==> src/rtl/yrv_arb_pkg.sv <==
// Shared types for the yrv memory-port arbiter: FSM states, data-phase owner
// and the idle transfer encoding.
package yrv_arb_pkg;

  typedef enum logic [1:0] {
    ST_CPU    = 2'd0,
    ST_AUX    = 2'd1,
    ST_REPLAY = 2'd2
  } arb_state_t;

  typedef enum logic {
    OWN_CPU = 1'b0,
    OWN_AUX = 1'b1
  } owner_t;

  localparam logic [1:0] TRANS_IDLE = 2'b00;

endpackage

==> src/rtl/yrv_arb_hold.sv <==
// One-entry address-phase hold register. Keeps a preempted CPU address phase
// so it can be replayed once the auxiliary master releases the bus.
module yrv_arb_hold #(
  parameter int AW = 32
) (
  input  logic          clk,
  input  logic          rst,
  input  logic          capture,
  input  logic          clear,
  input  logic [1:0]    d_trans,
  input  logic [AW-1:0] d_addr,
  input  logic          d_write,
  input  logic [3:0]    d_ble,
  output logic          valid,
  output logic [1:0]    q_trans,
  output logic [AW-1:0] q_addr,
  output logic          q_write,
  output logic [3:0]    q_ble
);

  always_ff @(posedge clk or posedge rst) begin
    if (rst) begin
      valid   <= 1'b0;
      q_trans <= '0;
      q_addr  <= '0;
      q_write <= 1'b0;
      q_ble   <= '0;
    end else if (capture) begin
      valid   <= 1'b1;
      q_trans <= d_trans;
      q_addr  <= d_addr;
      q_write <= d_write;
      q_ble   <= d_ble;
    end else if (clear) begin
      valid   <= 1'b0;
    end
  end

endmodule

==> src/rtl/yrv_mem_arbiter.sv <==
// Shares the yrv_mcu memory port between the CPU and an auxiliary master.
// The CPU is preempted at a transfer boundary and its held transfer replayed.
module yrv_mem_arbiter
  import yrv_arb_pkg::*;
#(
  parameter int AW = 32,
  parameter int DW = 32
) (
  input  logic          clk,
  input  logic          reset,
  input  logic [1:0]    cpu_trans,
  input  logic [AW-1:0] cpu_addr,
  input  logic          cpu_write,
  input  logic [3:0]    cpu_ble,
  input  logic          cpu_lock,
  input  logic [DW-1:0] cpu_wdata,
  output logic          cpu_ready,
  output logic [DW-1:0] cpu_rdata,
  input  logic          aux_req,
  output logic          aux_gnt,
  input  logic [1:0]    aux_trans,
  input  logic [AW-1:0] aux_addr,
  input  logic          aux_write,
  input  logic [3:0]    aux_ble,
  input  logic [DW-1:0] aux_wdata,
  output logic          aux_ready,
  output logic [DW-1:0] aux_rdata,
  output logic [1:0]    mem_trans,
  output logic [AW-1:0] mem_addr,
  output logic          mem_write,
  output logic [3:0]    mem_ble,
  output logic          mem_lock,
  output logic [DW-1:0] mem_wdata,
  input  logic          mem_ready,
  input  logic [DW-1:0] mem_rdata,
  output logic [1:0]    arb_state
);

  arb_state_t    state_q, state_d;
  owner_t        owner_q;
  logic          sw;
  logic          hold_capture, hold_clear, hold_valid;
  logic [1:0]    hold_trans;
  logic [AW-1:0] hold_addr;
  logic          hold_write;
  logic [3:0]    hold_ble;

  yrv_arb_hold #(.AW(AW)) u_hold (
    .clk     (clk),
    .rst     (reset),
    .capture (hold_capture),
    .clear   (hold_clear),
    .d_trans (cpu_trans),
    .d_addr  (cpu_addr),
    .d_write (cpu_write),
    .d_ble   (cpu_ble),
    .valid   (hold_valid),
    .q_trans (hold_trans),
    .q_addr  (hold_addr),
    .q_write (hold_write),
    .q_ble   (hold_ble)
  );

  // A locked read-modify-write sequence is never split.
  assign sw = aux_req & ~cpu_lock;

  always_ff @(posedge clk or posedge reset) begin
    if (reset) begin
      state_q <= ST_CPU;
      owner_q <= OWN_CPU;
    end else begin
      state_q <= state_d;
      if (mem_ready)
        owner_q <= (state_q == ST_AUX) ? OWN_AUX : OWN_CPU;
    end
  end

  always_comb begin
    state_d      = state_q;
    hold_capture = 1'b0;
    hold_clear   = 1'b0;
    mem_trans    = cpu_trans;
    mem_addr     = cpu_addr;
    mem_write    = cpu_write;
    mem_ble      = cpu_ble;
    mem_lock     = cpu_lock;
    cpu_ready    = mem_ready;
    aux_ready    = 1'b0;
    aux_gnt      = 1'b0;
    case (state_q)
      ST_CPU: begin
        if (sw) begin
          // The CPU sees its address accepted; the hold buffer owns it now.
          mem_trans = TRANS_IDLE;
          if (mem_ready) begin
            hold_capture = (cpu_trans != TRANS_IDLE);
            state_d      = ST_AUX;
          end
        end
      end
      ST_AUX: begin
        mem_trans = aux_trans;
        mem_addr  = aux_addr;
        mem_write = aux_write;
        mem_ble   = aux_ble;
        mem_lock  = 1'b0;
        aux_gnt   = 1'b1;
        aux_ready = mem_ready;
        cpu_ready = 1'b0;
        if (!aux_req && aux_trans == TRANS_IDLE && mem_ready)
          state_d = hold_valid ? ST_REPLAY : ST_CPU;
      end
      ST_REPLAY: begin
        mem_trans = hold_trans;
        mem_addr  = hold_addr;
        mem_write = hold_write;
        mem_ble   = hold_ble;
        mem_lock  = 1'b0;
        cpu_ready = 1'b0;
        if (mem_ready) begin
          hold_clear = 1'b1;
          state_d    = ST_CPU;
        end
      end
      default: state_d = ST_CPU;
    endcase
  end

  assign mem_wdata = (owner_q == OWN_AUX) ? aux_wdata : cpu_wdata;
  assign cpu_rdata = mem_rdata;
  assign aux_rdata = mem_rdata;
  assign arb_state = state_q;

endmodule

==> config.mk <==
export PLATFORM = sky130hd
export DESIGN_NAME = yrv_mem_arbiter
export DESIGN_NICKNAME = d
export VERILOG_FILES = /design/src/rtl/yrv_arb_pkg.sv /design/src/rtl/yrv_arb_hold.sv /design/src/rtl/yrv_mem_arbiter.sv
export SDC_FILE = /design/constraint.sdc
export NUM_CORES = 1
export LEC_CHECK = 0
export BUFFER_PORTS_ARGS = -buffer_cell sky130_fd_sc_hd__buf_4
export CELL_PAD_IN_SITES_DETAIL_PLACEMENT = 0
export CELL_PAD_IN_SITES_GLOBAL_PLACEMENT = 1
export CORE_AREA = 2 2 124 126
export CTS_BUF_LIST = sky130_fd_sc_hd__clkbuf_8
export CTS_CLUSTER_SIZE = 30
export DETAILED_ROUTE_END_ITERATION = 16
export DIE_AREA = 0 0 126 128
export PLACE_DENSITY = 0.79
export SYNTH_ARGS = -nofsm -noshare
export SYNTH_HDL_FRONTEND = slang
export SYNTH_SLANG_ARGS = --single-unit
==> constraint.sdc <==
create_clock -name clk -period 3.9 [get_ports clk]
set_input_delay 0 -clock clk [delete_from_list [all_inputs] [get_ports clk]]
set_output_delay 0 -clock clk [all_outputs]
set_load 0.05 [all_outputs]
Word level (Yosys, flattened, before mapping)
Index checks and enable logic that the tools add are counted.

Register bits after elaboration: 43. Word-level logic and storage cells: 47. Bits of input ports: 179. Output and inout bits: 141.

Bitwise logic cells: 2. Reductions and logical operators: 9. Multiplexer cells: 23. Equal/unequal tests: 6.

Operators with widths (count): 32-bit one-hot mux with 2 select lines (1); 32-bit two-way mux (1); 2-bit two-way mux (6); 2-bit one-hot mux with 3 select lines (2); 1-bit two-way mux (11); 4-bit one-hot mux with 2 select lines (1); 2-bit != test (second input constant) (3); 2-bit zero test (2); 4-bit AND reduction (1); 2-bit nonzero test (2); 2-bit by 1-bit == test with 1-bit output (second input constant) (1); 2-bit == test (second input constant) (1); 1-bit logical AND (2); 2-bit by 1-bit != test with 1-bit output (second input constant) (1); 1-bit one-hot mux with 2 select lines (1); 2-bit OR reduction (1); 1-bit AND (1); 1-bit zero test (1); 1-bit inverter (1).

Logic depth before layout (Yosys ltp)
Depth after elaboration: 5. Mapped depth: 6. Depth with buffers taken out: 5.

Cells and area by module
A second synthesis with hierarchy kept.

Cell total of the unflattened synthesis: 346. Area total of the unflattened synthesis: 3318.2 µm².

By module, submodules not included: yrv_mem_arbiter (area each 1818.0 µm², times used 1, sequential area each 75.1 µm², cells each 260); yrv_arb_hold (area each 1500.2 µm², times used 1, sequential area each 1001.0 µm², cells each 86).

Least setup slack after synthesis
OpenSTA, ideal clock, no wires.

Path type: register -> output. Start point: register state_q[0], in the netlist arb_state[0]. End point: output port mem_addr[0]. Stages on the path, launching flop included: 6. Data required time: 3.900 ns. Setup slack: 1.175 ns. Arrival time: 2.725 ns. Buffers on the path: 2. Cells stage by stage: dfrtp_1 -> ha_1 -> clkbuf_1 -> clkbuf_1 -> a22oi_1 -> a21oi_1.

Longest elaborated chain between the ends: 2. Elaborated cells on any way between the ends: 3. Those cells by class: 2 x eq/ne; 1 x mux.

Ends and longest elaborated chain: start, declared (line yrv_mem_arbiter.sv:39) `arb_state_t state_q, state_d;`; start signal, assigned (line yrv_mem_arbiter.sv:72) `state_q <= state_d;`; 2-bit == test / 2-bit by 1-bit == test with 1-bit output (equally long branches) (line yrv_mem_arbiter.sv:90) `case (state_q)`; 32-bit one-hot mux with 2 select lines * (line yrv_mem_arbiter.sv:90); end, declared (line yrv_mem_arbiter.sv:29) `output logic [AW-1:0] mem_addr,`.

Every way passes the cells marked *; elsewhere a longest branch is shown, timed or not.

Worst setup path in the final report
Start point: register state_q[1], in the netlist arb_state[1]. End point: output port mem_addr[6].

The elaborated chain is that of the path after synthesis.

==> qor.yml <==
critPathLaunchType: "flip-flop"
final_layout_size_suffix_gt1_share_pct: 56.17
gp_congestion: 0.7301
fp.dieW_microns: 126
final_core_util_pct: 34.43
antenna_left: 0
reg2reg_to: "u_hold.q_addr[2]"
place_hpwl_microns: 8462
first_pass_iters: 4
clk_pin_slew_ns: 0.08
root_buffer: "clkbuf_8"
whs_path_depth: 0
min_to: "cpu_rdata[31]"
antenna_found_initial: 0
cts_max_path_buffers: 2
vias: 3107
synth_edf_count: 0
dpl_cell_area_sq_um: 4632
cp_num_buf_inv: 3
clock-skew-final_ns: 0.003965
initial_utilization_pct: 22.06
fin_area_sq_um: 5117
grt_max_degree: 45
p_per_area_nw_per_um2: 964.9
worstPathRequired_ns: 3.90
fmax_ghz: 0.3876
async_flop_share_pct: 100.0
vias_per_cell: 4.345
ys_ff_latch: 43
yosysSeqAreaShare_pct: 32.81
worstPathCellList: "inv_1 -> ha_2 -> buf_4 -> nor2_1 -> a21oi_1 -> buf_4"
fin_cells: 715
max_stage_delay_ns: 0.85
yosys_warnings: 0
worstSkewPairLatency_ns: 0.29
synth_cells: 344
syn_nets: 527
synth_top_area_share_pct: 32.81
dieArea_sq_um: 16130
fillers: 1546
area_growth_syn_to_layout_pct: 56.05
setup_viol: 0
cts_tree: "done"
grt_use_total_pct: 13.07
crit_type: "reg -> out"
pre_cts_slack_ns: 1.557
htree_levels: 2
grt_pass1_wl_microns: 17080
drt-initial-drc-count: 120
die_y_microns: 128
synth_area_leaders: "dfrtp_1, mux2_2, buf_4, a22oi_1, a21oi_1"
drc: 0
worstSetupEndpointType: "output pin"
crit_path_top_delay_cell: "ha_2"
netlist_area_sq_um: 3279
yosys.area.top_type: "dfrtp_1"
period_needed_ns: 2.580
path_delay_family: "adder cells"
setup_tns_ns: 0
rows: 45
grt-ovfl-total: 0
clkSinkCount: 43
diodes: 0
timing.final.ws_setup_ns: 1.320
cts_setup_buffers: 0
drv_slew: 0
avgSynthCellArea_sq_um: 9.533
min_from: "mem_rdata[31]"
fin_crit_sh_pct: 66.15
pin_count: 320
hold_violations: 0
rrSetupSlack_ns: 1.57
r2r_cells: 5
routed_wl_microns: 11510
run_status: "finished, final reports clean"
cts_made_buffers: 5
rr_startpoint: "arb_state[1]"
dp_cells: 667
numPortBuffers: 223
crit_arrival_ns: 2.58
crit_path_max_fanout: 44
ys.flop_type: "dfrtp_1"
cap_viol_max_count: 0
finalNetCount: 709
yosysMostFrequentCell: "buf_4"
core_sq_um: 14860
worstHoldPathType: "in -> out"
tightest_slew_ns: 1.310
yosys-top-cells-count: "buf_4, mux2_2, dfrtp_1"
rsz0062_at_grt: "no"
peakVddDrop_uv: 635.3
power.leakage_nw: 2.385
grt_pass1_vias: 3321
ys_types: 24
wl_per_cell_microns: 16.10
max-slew-margin-rel_pct: 12.64
crit_path_frequent_cell: "buf_4"
placed cells by master (no fill, tap or decap), types with 2 or more instances in the layout:
| master | n |
|---|---|
| nor2_1 | 37 |
| clkbuf_8 | 5 |
| ha_2 | 3 |
| inv_1 | 5 |
| mux2_1 | 14 |
| mux2_2 | 59 |
| dfrtp_1 | 43 |
| nand2_1 | 2 |
| buf_4 | 224 |
| a22oi_1 | 39 |
| dlygate4sd3_1 | 40 |
| nor2b_1 | 2 |
| o22ai_1 | 2 |
| a21oi_1 | 38 |
flip-flops by register name (all words and copies together), names as in the netlist:
signal / cells
owner_q: 1
u_hold.q_write: 1
u_hold.q_addr: 32
u_hold.q_ble: 4
u_hold.q_trans: 2
u_hold.valid: 1
arb_state: 2
kinds of logic (layout without fill, tap and decap cells):
group                      Yosys count  count (layout)  synth area share [%]
adders and majority gates            4               4                 1.526
AOI/OAI and AO/OA                   82              82                 15.95
buffers and inverters               94             277                 18.24
DFF                                 43              43                 32.81
and+or+nand+nor                     47              47                 6.105
muxes                               74              74                 25.37
how the worst max path moves through the flow:
stage | start | endpoint | cells after the start
after detailed placement | arb_state[1] | u_hold.q_addr[16] | 5
final | arb_state[1] | mem_addr[6] | 6
after floorplan | arb_state[0] | mem_addr[0] | 5
after CTS | arb_state[1] | mem_addr[6] | 6
after global placement | arb_state[0] | u_hold.q_ble[2] | 5
after global routing | arb_state[1] | mem_addr[10] | 6
per-stage QoR:
step                      hold WS [ns]  power [W]
final                       0.00002818   0.004938
after global routing         0.0001233   0.005199
after CTS                    0.0005836   0.004969
after detailed placement     0.0005836   0.004630
after global placement       0.0005836   0.004590
after floorplan                 0.1347   0.003705
report_power, final:
part           switching [W]  leakage, nW  internal, W
registers           0.000186        0.519     0.000665
logic                0.00255         1.82      0.00125
clock network       0.000159       0.0453     0.000123
cell type report:
cell class	instances	area, sq um	share of cell area, %
inverters	5	18.77	0.3667
multi-input cells	207	1620	31.66
repair buffers	264	2082	40.68
clock inverters	3	16.27	0.3178
well taps	188	235.2	4.597
flip-flops and latches	43	1076	21.03
clock buffers	5	68.82	1.345
routing by layer:
layer  routed length, microns  vias up  GRT usage, %
met3                      631       41         2.629
met4                      328        0         5.236
met5                        0        -             0
met2                     5526      110         21.32
li1                         -     1517             -
met1                     5026     1439         17.01
worst reg2reg max path: stages, from the launching register on:
cell	delay, ns
dfrtp_1	0.43
inv_1	0.13
ha_2	0.24
o21ai_1	0.11
nor2_4	0.87
mux2_2	0.45
what timing repair did:
| action | 4_1_cts | 5_1_grt |
|---|---|---|
| hold endpoints to repair | 82 | 0 |
| resized for setup | 0 | 0 |
| hold buffers | 40 | 0 |
No activity file was read; power rests on OpenSTA's default activity.
